### config.mk
export PLATFORM = sky130hd
export DESIGN_NAME = csr_trap_file
export DESIGN_NICKNAME = d
export VERILOG_FILES = /design/src/rtl/csr_trap_file_pkg.sv /design/src/rtl/csr_trap_file_counters.sv /design/src/rtl/csr_trap_file.sv
export SDC_FILE = /design/constraint.sdc
export NUM_CORES = 1
export LEC_CHECK = 0
export CORE_UTILIZATION = 25
export DETAILED_ROUTE_END_ITERATION = 8
export SLEW_MARGIN = 10
export SYNTH_ARGS = -nofsm -noshare
export SYNTH_HDL_FRONTEND = slang
export SYNTH_SLANG_ARGS = --single-unit
### constraint.sdc
create_clock -name cpu_clk_50M -period 3.05 [get_ports cpu_clk_50M]
set_clock_uncertainty 0.05 [all_clocks]
set_input_delay 0.305 -clock cpu_clk_50M [delete_from_list [all_inputs] [get_ports cpu_clk_50M]]
set_output_delay 0.305 -clock cpu_clk_50M [all_outputs]
set_load 0.02 [all_outputs]
### src/rtl/csr_trap_file_pkg.sv
// csr_trap_file_pkg: shared definitions for the machine-mode CSR/trap block.
// Holds CSR addresses, mcause codes, mstatus/mie bit positions, the trap FSM
// state type and the default misa encoding helper.
package csr_trap_file_pkg;

  localparam logic [11:0] CSR_SSTATUS  = 12'h100;
  localparam logic [11:0] CSR_MSTATUS  = 12'h300;
  localparam logic [11:0] CSR_MISA     = 12'h301;
  localparam logic [11:0] CSR_MIE      = 12'h304;
  localparam logic [11:0] CSR_MTVEC    = 12'h305;
  localparam logic [11:0] CSR_MSCRATCH = 12'h340;
  localparam logic [11:0] CSR_MEPC     = 12'h341;
  localparam logic [11:0] CSR_MCAUSE   = 12'h342;
  localparam logic [11:0] CSR_MIP      = 12'h344;
  localparam logic [11:0] CSR_MCYCLE   = 12'hB00;
  localparam logic [11:0] CSR_MINSTRET = 12'hB02;
  localparam logic [11:0] CSR_MHARTID  = 12'hF14;

  // mcause exception/interrupt codes (interrupt flag is the MSB)
  localparam int unsigned CAUSE_M_ECALL = 11;
  localparam int unsigned CAUSE_M_TIMER = 7;
  localparam int unsigned CAUSE_M_EXT   = 11;

  // mstatus / sstatus bit positions
  localparam int unsigned MSTATUS_MIE    = 3;
  localparam int unsigned MSTATUS_MPIE   = 7;
  localparam int unsigned MSTATUS_MPP_LO = 11;
  localparam int unsigned MSTATUS_MPP_HI = 12;
  localparam int unsigned SSTATUS_XS_LO  = 13;
  localparam int unsigned SSTATUS_XS_HI  = 16;

  // mie / mip bit positions
  localparam int unsigned MIE_MTIE = 7;
  localparam int unsigned MIE_MEIE = 11;

  typedef enum logic [1:0] {
    ST_IDLE = 2'd0,
    ST_TRAP = 2'd1,
    ST_RET  = 2'd2
  } trap_state_e;

  // misa with MXL matching the data width and only the I extension set
  function automatic logic [63:0] misa_default(input int unsigned xlen);
    return (xlen == 32) ? 64'h0000_0000_4000_0100 : 64'h8000_0000_0000_0100;
  endfunction

endpackage

### src/rtl/csr_trap_file_counters.sv
// csr_counters: mcycle / minstret counter pair.
//   cpu_clk_50M, cpu_rst_n : clock, async active-low reset
//   cycle_we, instret_we   : load the counter from wdata instead of counting
//   wdata                  : load value
//   inst_retire            : minstret increment request
//   mcycle, minstret       : counter values (wrap modulo 2^XLEN)
module csr_counters #(
  parameter int unsigned XLEN = 64
) (
  input  logic            cpu_clk_50M,
  input  logic            cpu_rst_n,
  input  logic            cycle_we,
  input  logic            instret_we,
  input  logic [XLEN-1:0] wdata,
  input  logic            inst_retire,
  output logic [XLEN-1:0] mcycle,
  output logic [XLEN-1:0] minstret
);

  always_ff @(posedge cpu_clk_50M or negedge cpu_rst_n) begin
    if (!cpu_rst_n) begin
      mcycle   <= '0;
      minstret <= '0;
    end else begin
      mcycle <= cycle_we ? wdata : mcycle + XLEN'(1);
      if (instret_we)
        minstret <= wdata;
      else if (inst_retire)
        minstret <= minstret + XLEN'(1);
    end
  end

endmodule

### src/rtl/csr_trap_file.sv
// csr_trap_file: machine-mode CSR file with trap entry / mret sequencing.
//   cpu_clk_50M, cpu_rst_n        : clock, async active-low reset
//   csr_raddr/csr_rdata           : combinational CSR read (same-cycle write bypass)
//   csr_waddr/csr_wdata/csr_we    : CSR write port
//   csr_illegal                   : unimplemented access or write to read-only CSR
//   inst_retire                   : minstret increment
//   ecall_req, mret_req, exc_pc   : writeback events and their PC
//   timer_irq, ext_irq            : level interrupt inputs
//   trap_taken/trap_target        : one-cycle redirect to mtvec (trap) or mepc (mret)
//   busy                          : FSM not idle
module csr_trap_file
  import csr_trap_file_pkg::*;
#(
  parameter int unsigned     XLEN      = 64,
  parameter logic [XLEN-1:0] HART_ID   = '0,
  parameter logic [XLEN-1:0] MTVEC_RST = '0,
  parameter logic [XLEN-1:0] MISA_VAL  = XLEN'(misa_default(XLEN))
) (
  input  logic            cpu_clk_50M,
  input  logic            cpu_rst_n,
  input  logic [11:0]     csr_raddr,
  output logic [XLEN-1:0] csr_rdata,
  input  logic [11:0]     csr_waddr,
  input  logic [XLEN-1:0] csr_wdata,
  input  logic            csr_we,
  output logic            csr_illegal,
  input  logic            inst_retire,
  input  logic            ecall_req,
  input  logic            mret_req,
  input  logic [XLEN-1:0] exc_pc,
  input  logic            timer_irq,
  input  logic            ext_irq,
  output logic            trap_taken,
  output logic [XLEN-1:0] trap_target,
  output logic            busy
);

  localparam logic [XLEN-1:0] ALIGN_MASK = {{(XLEN-2){1'b1}}, 2'b00};

  trap_state_e     state;
  logic            st_mie, st_mpie, st_sd;
  logic [1:0]      st_mpp;
  logic [3:0]      st_xs;
  logic            mie_mtie, mie_meie;
  logic [XLEN-1:0] mtvec_q, mscratch_q, mepc_q, mcause_q;
  logic [XLEN-1:0] mcycle, minstret;

  logic            wr_legal, rd_impl;
  logic [XLEN-1:0] wr_val, rd_val, trap_cause;
  logic            irq_e, irq_t, idle;
  logic            take_ext, take_tmr, take_ecall, take_trap, take_mret, wr_en;

  // Write-side decode: legality and the masked value that would be stored.
  always_comb begin
    wr_legal = 1'b1;
    wr_val   = csr_wdata;
    case (csr_waddr)
      CSR_MSTATUS: begin
        wr_val = '0;
        wr_val[MSTATUS_MIE]  = csr_wdata[MSTATUS_MIE];
        wr_val[MSTATUS_MPIE] = csr_wdata[MSTATUS_MPIE];
        wr_val[MSTATUS_MPP_HI:MSTATUS_MPP_LO] = csr_wdata[MSTATUS_MPP_HI:MSTATUS_MPP_LO];
      end
      CSR_MIE: begin
        wr_val = '0;
        wr_val[MIE_MTIE] = csr_wdata[MIE_MTIE];
        wr_val[MIE_MEIE] = csr_wdata[MIE_MEIE];
      end
      CSR_MTVEC, CSR_MEPC: wr_val = csr_wdata & ALIGN_MASK;
      CSR_MSCRATCH, CSR_MCAUSE, CSR_MCYCLE, CSR_MINSTRET: ;
      default: wr_legal = 1'b0;
    endcase
  end

  // Event arbitration, only while idle; exactly one winner per cycle.
  assign idle       = (state == ST_IDLE);
  assign irq_e      = ext_irq & mie_meie & st_mie;
  assign irq_t      = timer_irq & mie_mtie & st_mie;
  assign take_ext   = idle & irq_e;
  assign take_tmr   = idle & ~irq_e & irq_t;
  assign take_ecall = idle & ~irq_e & ~irq_t & ecall_req;
  assign take_trap  = take_ext | take_tmr | take_ecall;
  assign take_mret  = idle & ~take_trap & mret_req;
  assign wr_en      = idle & ~take_trap & ~take_mret & csr_we & wr_legal;

  always_comb begin
    trap_cause = XLEN'(CAUSE_M_ECALL);
    if (take_ext)
      trap_cause = {1'b1, (XLEN-1)'(CAUSE_M_EXT)};
    else if (take_tmr)
      trap_cause = {1'b1, (XLEN-1)'(CAUSE_M_TIMER)};
  end

  // Read-side decode.
  always_comb begin
    rd_impl = 1'b1;
    rd_val  = '0;
    case (csr_raddr)
      CSR_MSTATUS: begin
        rd_val[MSTATUS_MIE]  = st_mie;
        rd_val[MSTATUS_MPIE] = st_mpie;
        rd_val[MSTATUS_MPP_HI:MSTATUS_MPP_LO] = st_mpp;
      end
      CSR_SSTATUS: begin
        rd_val[XLEN-1] = st_sd;
        rd_val[SSTATUS_XS_HI:SSTATUS_XS_LO] = st_xs;
      end
      CSR_MISA: rd_val = MISA_VAL;
      CSR_MIE: begin
        rd_val[MIE_MTIE] = mie_mtie;
        rd_val[MIE_MEIE] = mie_meie;
      end
      CSR_MTVEC:    rd_val = mtvec_q;
      CSR_MSCRATCH: rd_val = mscratch_q;
      CSR_MEPC:     rd_val = mepc_q;
      CSR_MCAUSE:   rd_val = mcause_q;
      CSR_MIP: begin
        rd_val[MIE_MTIE] = timer_irq;
        rd_val[MIE_MEIE] = ext_irq;
      end
      CSR_MCYCLE:   rd_val = mcycle;
      CSR_MINSTRET: rd_val = minstret;
      CSR_MHARTID:  rd_val = HART_ID;
      default:      rd_impl = 1'b0;
    endcase
  end

  // Bypass only writes that will actually land this cycle.
  assign csr_rdata   = (wr_en && (csr_waddr == csr_raddr)) ? wr_val : rd_val;
  assign csr_illegal = ~rd_impl | (csr_we & ~wr_legal);
  assign trap_target = (state == ST_TRAP) ? mtvec_q :
                       (state == ST_RET)  ? mepc_q  : '0;

  // Trap FSM with registered redirect/busy flags.
  always_ff @(posedge cpu_clk_50M or negedge cpu_rst_n) begin
    if (!cpu_rst_n) begin
      state      <= ST_IDLE;
      trap_taken <= 1'b0;
      busy       <= 1'b0;
    end else begin
      state      <= ST_IDLE;
      trap_taken <= 1'b0;
      busy       <= 1'b0;
      if (take_trap) begin
        state      <= ST_TRAP;
        trap_taken <= 1'b1;
        busy       <= 1'b1;
      end else if (take_mret) begin
        state      <= ST_RET;
        trap_taken <= 1'b1;
        busy       <= 1'b1;
      end
    end
  end

  // CSR state updates.
  always_ff @(posedge cpu_clk_50M or negedge cpu_rst_n) begin
    if (!cpu_rst_n) begin
      st_mie     <= 1'b0;
      st_mpie    <= 1'b0;
      st_mpp     <= 2'b00;
      st_sd      <= 1'b0;
      st_xs      <= '0;
      mie_mtie   <= 1'b0;
      mie_meie   <= 1'b0;
      mtvec_q    <= MTVEC_RST & ALIGN_MASK;
      mscratch_q <= '0;
      mepc_q     <= '0;
      mcause_q   <= '0;
    end else if (take_trap) begin
      mepc_q   <= exc_pc & ALIGN_MASK;
      mcause_q <= trap_cause;
      st_mpie  <= st_mie;
      st_mie   <= 1'b0;
      st_mpp   <= 2'b11;
    end else if (take_mret) begin
      st_mie  <= st_mpie;
      st_mpie <= 1'b1;
      st_mpp  <= 2'b00;
    end else if (wr_en) begin
      case (csr_waddr)
        CSR_MSTATUS: begin
          st_mie  <= wr_val[MSTATUS_MIE];
          st_mpie <= wr_val[MSTATUS_MPIE];
          st_mpp  <= wr_val[MSTATUS_MPP_HI:MSTATUS_MPP_LO];
          // sstatus view bits are captured from the raw write data
          st_sd   <= csr_wdata[XLEN-1];
          st_xs   <= csr_wdata[SSTATUS_XS_HI:SSTATUS_XS_LO];
        end
        CSR_MIE: begin
          mie_mtie <= wr_val[MIE_MTIE];
          mie_meie <= wr_val[MIE_MEIE];
        end
        CSR_MTVEC:    mtvec_q    <= wr_val;
        CSR_MSCRATCH: mscratch_q <= wr_val;
        CSR_MEPC:     mepc_q     <= wr_val;
        CSR_MCAUSE:   mcause_q   <= wr_val;
        default: ;
      endcase
    end
  end

  csr_counters #(.XLEN(XLEN)) u_counters (
    .cpu_clk_50M (cpu_clk_50M),
    .cpu_rst_n   (cpu_rst_n),
    .cycle_we    (wr_en && (csr_waddr == CSR_MCYCLE)),
    .instret_we  (wr_en && (csr_waddr == CSR_MINSTRET)),
    .wdata       (csr_wdata),
    .inst_retire (inst_retire),
    .mcycle      (mcycle),
    .minstret    (minstret)
  );

endmodule

==> results of run 1 <==
-- through the flow --
stage               instance area, um2  std cells
floorplan                        21800       2441
global placement                 27500       3887
detailed placement               27500       3887
global route                     30200       3995
CTS                              29400       3991
finish                           30200       3995
-- metal layers --
metal	wire length, um	track usage, %
met3	5620	3.10
met2	43200	32.8
met1	40100	27.3
met4	1790	4.71
met5	0	0
-- state kept, by name, summed over array words and instances (netlist names), 2 cells and up --
name                 cells
mcause_q                64
mepc_q                  64
mscratch_q              64
mtvec_q                 64
st_mpp                   2
st_xs                    4
state                    2
u_counters.mcycle       64
u_counters.minstret     64
-- power breakdown --
group	leakage, nW	total [mW]	switching (mW)	internal, mW
clock	0.783	5.83	2.35	3.48
sequential	5.38	5.81	0.285	5.52
combinational	6.48	1.53	0.870	0.657
-- cells by family after synthesis --
kind of cell / count (synthesis) / share of synthesized area, %
AND/OR/NAND/NOR: 798 / 17.2
flip-flops: 398 / 45.7
multiplexers: 93 / 4.69
AO/OA/AOI/OAI: 786 / 22.6
buffers and inverters: 226 / 4.17
adder cells (fa/ha/maj): 2 / 0.115
XOR/XNOR: 138 / 5.54
-- layout make-up --
type                       count  area [um2]  share of cell area, %
timing repair buffer         529        5350                   17.7
clock buffer                  68        1430                   4.73
inverter                      26         100                  0.332
sequential                   398        9960                   33.0
tap                         1144        1430                   4.74
clock inverter                13         154                  0.510
multi-input combinational   1817       11800                   39.0
-- synthesized netlist by cell type, types with 6 or more instances --
cell | count | area, um2
nor2b_1 | 9 | 56.3
inv_1 | 26 | 97.6
nand2_1 | 340 | 1280
and2_1 | 13 | 81.3
a21oi_1 | 232 | 1160
a22o_1 | 67 | 587
a22oi_1 | 117 | 878
nor3_1 | 44 | 220
a222oi_1 | 58 | 581
or3_1 | 8 | 50.1
dfrtp_1 | 398 | 9960
xnor2_1 | 82 | 718
xor2_1 | 56 | 490
clkbuf_1 | 135 | 507
nor2_1 | 154 | 578
buf_2 | 36 | 180
o21ai_0 | 16 | 80.1
mux2i_1 | 20 | 200
nor4_1 | 19 | 119
nand3_1 | 103 | 515
a31oi_1 | 58 | 363
buf_1 | 26 | 97.6
nor4_2 | 6 | 75.1
o21ai_1 | 208 | 1040
and3_1 | 19 | 119
nand4_1 | 45 | 282
mux2_2 | 67 | 754
mux2_1 | 6 | 67.6
-- worst register-to-register path, delay by kind of cell, from the launching register on --
family	cells	cell delay, ns
buffers and inverters	5	0.81
and+or+nand+nor	3	0.71
AOI/OAI and AO/OA	3	0.57
DFF	1	0.39
-- path summary, 6_finish.rpt --
path	start	end	slack [ns]
worst max-delay path	state[0]$_DFF_PN0_	csr_rdata[18]	-0.30
worst min-delay path	exc_pc[11]	mepc_q[11]$_DFFE_PN0P_	0.22
worst max register to register	state[0]$_DFF_PN0_	mscratch_q[34]$_DFFE_PN0P_	0.40
worst min register to register	mscratch_q[51]$_DFFE_PN0P_	mscratch_q[51]$_DFFE_PN0P_	0.43
max in group asynchronous	cpu_rst_n	mcause_q[19]$_DFFE_PN0P_	1.84
min in group asynchronous	cpu_rst_n	st_mie$_DFFE_PN0P_	0.30
-- what timing repair did --
| item | 4_1_cts | 5_1_grt |
|---|---|---|
| pin swaps | 4 | 5 |
| hold buffers | 1 | 0 |
| buffers inserted | 17 | 9 |
| resized for setup | 351 | 199 |
| hold endpoints to repair | 57 | 0 |
| setup endpoints to repair | 65 | 68 |
| gates cloned | 5 | 3 |
==> flow_metrics.py, run 1 <==
metrics = {
    "timing": {
        "max_slew_margin_pct": 39.4,
        "rsz0062_at_grt": "true",
        "tightest_slew_ns": 0.886,
        "maxSlewViolCount": 0,
        "period_minus_slack_ns": 3.35,
        "max_clock_freq_ghz": 0.298,
        "holdWs_ns": 0.221,
        "finalSetupViolCount": 64,
        "hold_viol": 0,
        "fin_crit_sh_pct": 110,
        "fin_ws_ns": -0.301,
        "setup-tns-final_ns": -11.67,
    },
    "clock_network": {
        "ctsRootBufferMaster": "clkbuf_16",
        "cts_tree": "done",
        "cts.path.max_buffers": 3,
        "cts_buffers": 47,
        "clkLatencyLatePin_ns": 0.58,
        "cts_sinks": 398,
        "htreeDepth": 2,
        "clkTransAtPathRegs_ns": 0.06,
    },
    "die": {
        "coreArea_mm2": 0.0858,
        "die_h_um": 297,
        "dieArea_mm2": 0.0884,
        "die_w_um": 297,
        "fp-row-count": 107,
        "start_util_pct": 25.4,
        "io_pins": 291,
    },
    "logic_synthesis": {
        "synth_fp_nets": 2603,
        "yosysUniqueCellTypes": 62,
        "ys_async_sr_fraction_pct": 100,
        "synth_warnings": 0,
        "ys_ff_latch": 398,
        "seq_area_frac_synth_pct": 45.7,
        "synthFlopType": "dfrtp_1",
        "synth_area_mm2": 0.0218,
        "synth-edff-count": 0,
        "netlist_instances": 2441,
        "syn_avg_cell_area_um2": 8.93,
    },
    "cells_and_area": {
        "final_cell_mix": "dfrtp_1 (398), nand2_1 (339), buf_4 (227), o21ai_1 (209), clkdlybuf4s50_1 (190)",
        "utilization_pct": 35.2,
        "antenna_cells": 0,
        "area_growth_pct": 38.5,
        "final_common_cell": "dfrtp_1",
        "drive_above_1_share_pct": 20.4,
        "nets": 2981,
        "nFillCells": 8662,
    },
    "global_routing": {
        "overflow": 0,
        "grt_pass1_vias": 21300,
        "track_usage_pct": 20.0,
        "grt_max_degree": 73,
        "antenna_found_initial": 1,
        "grt_pass1_wl_mm": 137,
    },
    "power": {
        "p_total_mw": 13.2,
        "power.density_mw_per_mm2": 436,
        "p_leak_nw": 12.6,
        "vdd_drop_max_v": 0.000339,
    },
    "critical_path": {
        "endpoint_kind": "primary output",
        "critPathTopFamily": "buffers and inverters",
        "path_buf_inv": 6,
        "crit_required_ns": 2.69,
        "critical_path.max_fanout": 8,
        "start_kind": "flop",
        "critPathArrivalTime_ns": 3.00,
        "cp_slowest_cell": "dfrtp_1",
        "critPathMaxStageDelay_ns": 0.39,
        "cp.depth": 12,
        "rr_worst_depth": 11,
        "critPathKind": "reg -> out",
        "path_cells": "nor4b_2, buf_4, o211ai_1, a211oi_2, nand4_1, buf_6, buf_12, buf_16, buf_12, a21oi_4, a31oi_4, buf_6",
    },
    "routing": {
        "drtAntennaViolNets": 0,
        "vias_per_cell": 5.30,
        "drt_iter0_markers": 1996,
        "drt-total-wl_mm": 90.8,
        "routedWlPerCell_um": 22.7,
        "drt_pass1_iterations": 8,
        "num_vias": 21200,
        "drcViolationCount": 0,
    },
    "min_path": {
        "min_path_cells": 3,
        "min_path_type": "in -> reg",
    },
    "place": {
        "port-buffer-count": 288,
        "place_hpwl_mm": 64.0,
        "dp_slack_ns": -0.632,
        "gp_congestion": 0.879,
    },
    "outcome": {
        "violations": "setup timing",
        "status": "finished with violations",
    },
    "job": {
        "max_cap_violations": 0,
    },
}
Note: power is estimated with default switching activity, not from simulation.
==> run 2, diff against run 1 <==
GPL_TIMING_DRIVEN = 0   (was not set)
clock period = 3.9 ns   (was 3.05 ns; I/O delays follow)
==> run 2 against run 1 <==
Against the previous run: the run now ends clean; power down 25%; clock-buffer cell count down 4; core utilization down 2.5 points; register-to-register slack better by 0.26 ns; sequential power down 21%; routed wire length up 6.3%; sequential share of layout area up 2.5 points; hold slack better by 0.069 ns; via count up 2.7%; critical path depth down 5; critical endpoint is now csr_rdata[47].
==> flow_metrics.py, run 2 (synthesis results as in run 1) <==
metrics = {
    "timing": {
        "rsz0062_at_grt": "true",
        "period_minus_slack_ns": 3.85,
        "tightest_slew_ns": 1.42,
        "hold_viol": 0,
        "setup-tns-final_ns": 0,
        "holdWs_ns": 0.290,
        "max_slew_margin_pct": 5.13,
        "max_clock_freq_ghz": 0.260,
        "fin_crit_sh_pct": 98.8,
        "finalSetupViolCount": 0,
        "maxSlewViolCount": 0,
    },
    "power": {
        "power.density_mw_per_mm2": 352,
        "p_total_mw": 9.88,
        "vdd_drop_max_v": 0.000299,
        "p_leak_nw": 11.5,
    },
    "cells_and_area": {
        "final_cell_mix": "dfrtp_1 (398), nand2_1 (340), a21oi_1 (228), clkdlybuf4s50_1 (217), o21ai_1 (208)",
        "utilization_pct": 32.7,
        "final_common_cell": "dfrtp_1",
        "final_cells": 3962,
        "drive_above_1_share_pct": 11.3,
        "nFillCells": 8932,
        "area_growth_pct": 28.6,
        "nets": 2950,
    },
    "global_routing": {
        "track_usage_pct": 21.2,
        "grt_pass1_vias": 21500,
        "antenna_found_initial": 10,
        "grt_max_degree": 102,
        "grt_pass1_wl_mm": 143,
        "overflow": 0,
    },
    "routing": {
        "num_vias": 21700,
        "routedWlPerCell_um": 24.4,
        "drtAntennaViolNets": 0,
        "drcViolationCount": 0,
        "drt-total-wl_mm": 96.5,
        "drt_pass1_iterations": 9,
        "drt_iter0_markers": 2582,
        "vias_per_cell": 5.49,
    },
    "clock_network": {
        "ctsRootBufferMaster": "clkbuf_16",
        "cts.path.max_buffers": 3,
        "cts_buffers": 45,
        "cts_tree": "done",
        "htreeDepth": 2,
        "cts_sinks": 398,
        "clkTransAtPathRegs_ns": 0.07,
        "clkLatencyLatePin_ns": 0.60,
    },
    "die": {
        "die_h_um": 297,
        "die_w_um": 297,
        "fp-row-count": 107,
        "dieArea_mm2": 0.0884,
        "coreArea_mm2": 0.0858,
        "io_pins": 291,
        "start_util_pct": 25.4,
    },
    "place": {
        "port-buffer-count": 283,
        "gp_congestion": 0.908,
        "place_inst": 3874,
        "place_hpwl_mm": 72.4,
    },
    "critical_path": {
        "endpoint_kind": "primary output",
        "critPathKind": "in -> out",
        "critPathArrivalTime_ns": 3.41,
        "reg2reg_setup_slack_ns": 0.66,
        "crit_required_ns": 3.46,
        "start_kind": "input port",
        "critical_path.max_fanout": 10,
    },
    "outcome": {
        "status": "finished clean",
    },
    "min_path": {
        "min_path_type": "in -> async",
    },
    "job": {
        "max_cap_violations": 0,
    },
}
run 2: power by group:
group | leakage, nW | switching [mW] | internal, mW
sequential | 5.38 | 0.248 | 4.32
clock | 0.697 | 1.85 | 2.37
combinational | 5.45 | 0.643 | 0.445
total | 11.5 | 2.74 | 7.13
run 2: repair_timing:
item | in CTS | in global routing
hold buffers | 1 | 0
buffers inserted | 8 | 2
hold endpoints to repair | 51 | 0
resized for setup | 124 | 111
pin swaps | 5 | 1
endpoints found under the setup margin | 127 | 105
run 2: critical path, stage by stage:
cell and delay (ns):
clkdlybuf4s50_1 0.61, or4b_1 0.69, nor2_4 0.35, clkbuf_1 0.55, a222oi_1 0.18, a31oi_2 0.28, dlygate4sd2_1 0.36
run 2: layer usage:
metal	up-vias	share of wire (%)	track usage, %
met5	-	0.093	0
met4	16	3.9	7.84
met3	195	9.2	4.84
met2	1085	45	33.2
met1	10800	42	28.5
li1	9619	-	-
run 2: final cells by class:
| type | count | area [um2] | area share (%) |
|---|---|---|---|
| diodes | 2 | 5.00 | 0.0178 |
| plain buffers | 200 | 912 | 3.25 |
| clock buffers | 64 | 1290 | 4.59 |
| clock inverters | 11 | 134 | 0.477 |
| inverters | 26 | 97.6 | 0.348 |
| multi-input cells | 1817 | 11200 | 40.1 |
| flip-flops and latches | 398 | 9960 | 35.5 |
| well taps | 1144 | 1430 | 5.10 |
| repair buffers | 300 | 2980 | 10.6 |
run 2: worst paths after layout:
| check | depth (start not counted) | start | to |
|---|---|---|---|
| hold reg to reg | 2 | mscratch_q[21]$_DFFE_PN0P_ | mscratch_q[21]$_DFFE_PN0P_ |
| setup reg to reg | 9 | state[0]$_DFF_PN0_ | mscratch_q[62]$_DFFE_PN0P_ |
| max in group asynchronous | 4 | cpu_rst_n | mepc_q[34]$_DFFE_PN0P_ |
| min in group cpu_clk_50M | 3 | csr_wdata[11] | mcause_q[11]$_DFFE_PN0P_ |
| hold / removal | 2 | cpu_rst_n | busy$_DFF_PN0_ |
| setup / recovery | 7 | csr_raddr[3] | csr_rdata[47] |
run 2: stage by stage:
| step | worst slack (ns) | instance area [um2] |
|---|---|---|
| 6_report | 0.0477 | 28000 |
| 5_1_grt | -0.0370 | 28000 |
| 4_1_cts | -0.172 | 27900 |
| 3_5_place_dp | -1.47 | 26200 |
| 3_3_place_gp | -16.16 | 26100 |
| 2_1_floorplan | 1.18 | 21800 |
==> edit: new RTL, flow settings as in run 2 <==
Add an input register stage for `exc_pc`, without a reset; this delays it by one clock. The other inputs are not delayed to match.
--- a/src/rtl/csr_trap_file.sv
+++ b/src/rtl/csr_trap_file.sv
@@ -39,2 +39,8 @@
 
+  logic [XLEN-1:0] exc_pc_q;
+
+  always_ff @(posedge cpu_clk_50M) begin
+    exc_pc_q <= exc_pc;
+  end
+
   trap_state_e     state;
@@ -170,3 +176,3 @@
     end else if (take_trap) begin
-      mepc_q   <= exc_pc & ALIGN_MASK;
+      mepc_q   <= exc_pc_q & ALIGN_MASK;
       mcause_q <= trap_cause;
Check against the original RTL: not settled (the Yosys comparison gave no result); the edit may change what the design does.
==> edit against run 2 <==
Sequential power is 18% higher; sequential cell count is 62 higher; setup slack better by 14 ps; register-to-register slack worse by 600 ps; routed wire length hardly changed; cell count is 5.1% higher; area after synthesis is 5.4% higher; first-iteration DRC count is 18% lower; final area is 5.5% higher; power is 18% higher.
==> edit: results (changes against run 2) <==
| Metric | Value |
|---|---|
| Status | `finished clean (unchanged)` |
| Nonclk inv count | `20 (was 26)` |
| Synth Net Count | `2764 (was 2603)` |
| Top cells by count, synth | `dfrtp_1, nand2_1, a21oi_1 (unchanged)` |
| Fill cells | `9475 (was 8932)` |
| Routability cong. | `0.914 (was 0.908)` |
| Met3 wire length | `6.78 mm (was 8.86 mm)` |
| WL met1 | `40.3 mm (was 40.2 mm)` |
| Nonclk buf count | `512 (was 500)` |
| Worst Hold Class | `input port to flip-flop (was input port to async pin)` |
| DR pass1 iterations | `7 (was 9)` |
| Post-DP HPWL | `73.0 mm (was 72.4 mm)` |
| GRT Util Overall | `20.2% (was 21.2%)` |
| Cells after DPL | `4064 (was 3874)` |
| VDD IR max | `0.000280 V (was 0.000299 V)` |
| First-pass GRT wire length | `144 mm (was 143 mm)` |
| Post-CTS Setup Inserts | `12 (was 8)` |
| Post-synthesis xor/xnor area fraction | `5.22% (was 5.54%)` |
| Final core utilization | `32.7% (about the same)` |
| Met2 Resource Use GR | `33.9% (was 33.2%)` |
| Clock buf count | `73 (was 64)` |
| Largest net degree at the start of global routing | `106 (was 102)` |
| Asr flop ratio synth | `86.5% (was 100%)` |
| Multi-input combinational area share | `37.7% (was 40.1%)` |
| IO buf count | `279 (was 283)` |
| Avg Cell Area, Syn | `8.83 sq um (was 8.93 sq um)` |
| Sink Count | `460 (was 398)` |
| Nets@finish | `3108 (was 2950)` |
| Logic pwr share | `11.6% (was 11.0%)` |
| Total combinational power | `1.36 mW (was 1.09 mW)` |
| Sequential area share after synthesis | `48.8% (was 45.7%)` |
| Met1 Usage GRT | `25.6% (was 28.5%)` |
| Fraction of area in registers | `37.9% (was 35.5%)` |
| Met2 routed WL | `45.9 mm (was 43.6 mm)` |
| Initial antenna violation count | `11 (was 10)` |
| Slowest CP cell | `o41ai_4 (was or4b_1)` |
| Mapped Cells | `2602 (was 2441)` |
| Avg WL per Cell | `23.2 microns (was 24.4 microns)` |
| Multiplexer share of the synthesized area | `1.58% (was 4.69%)` |
| Slew headroom | `20.2% (was 5.13%)` |
| DRT iter0 DRCs | `2120 (was 2582)` |
| Synth Area in Adders | `0.152% (was 0.115%)` |
| Area fraction of clock buffers and clock inverters | `5.60% (was 5.07%)` |
| Compound-gate portion of the synthesized area | `22.9% (was 22.6%)` |
| Multi-In Gates | `1902 (was 1817)` |
| Resized cells post-CTS | `116 (was 124)` |
| # diodes | `6 (was 2)` |
| DP Area | `27400 sq um (was 26200 sq um)` |
| Dpl ws | `-1660 ps (was -1470 ps)` |
| Library cells used by synthesis | `58 (was 62)` |
| Area Growth Syn to Fin | `28.8% (was 28.6%)` |
edit: cell types whose count changed in the layout (fill, tap and decap cells not counted), moves of 30 or more:
cell,delta
a222oi_1,-58
o22ai_1,+53
nor2_1,+70
dfxtp_1,+62
o21ai_1,-208
a221oi_1,+47
clkbuf_1,+39
a31oi_1,+30
mux2_2,-49
o21ai_0,+181
edit: final timing paths:
kind | startpoint | end | slack [ps]
max | state[1]$_DFF_PN0_ | mepc_q[25]$_DFFE_PN0P_ | 60
min | exc_pc[44] | exc_pc_q[44]$_DFF_P_ | 180
max reg2reg | state[1]$_DFF_PN0_ | mepc_q[25]$_DFFE_PN0P_ | 60
min reg2reg | exc_pc_q[41]$_DFF_P_ | mepc_q[41]$_DFFE_PN0P_ | 400
max in group asynchronous | cpu_rst_n | mcause_q[23]$_DFFE_PN0P_ | 1840
min in group asynchronous | cpu_rst_n | mepc_q[50]$_DFFE_PN0P_ | 250
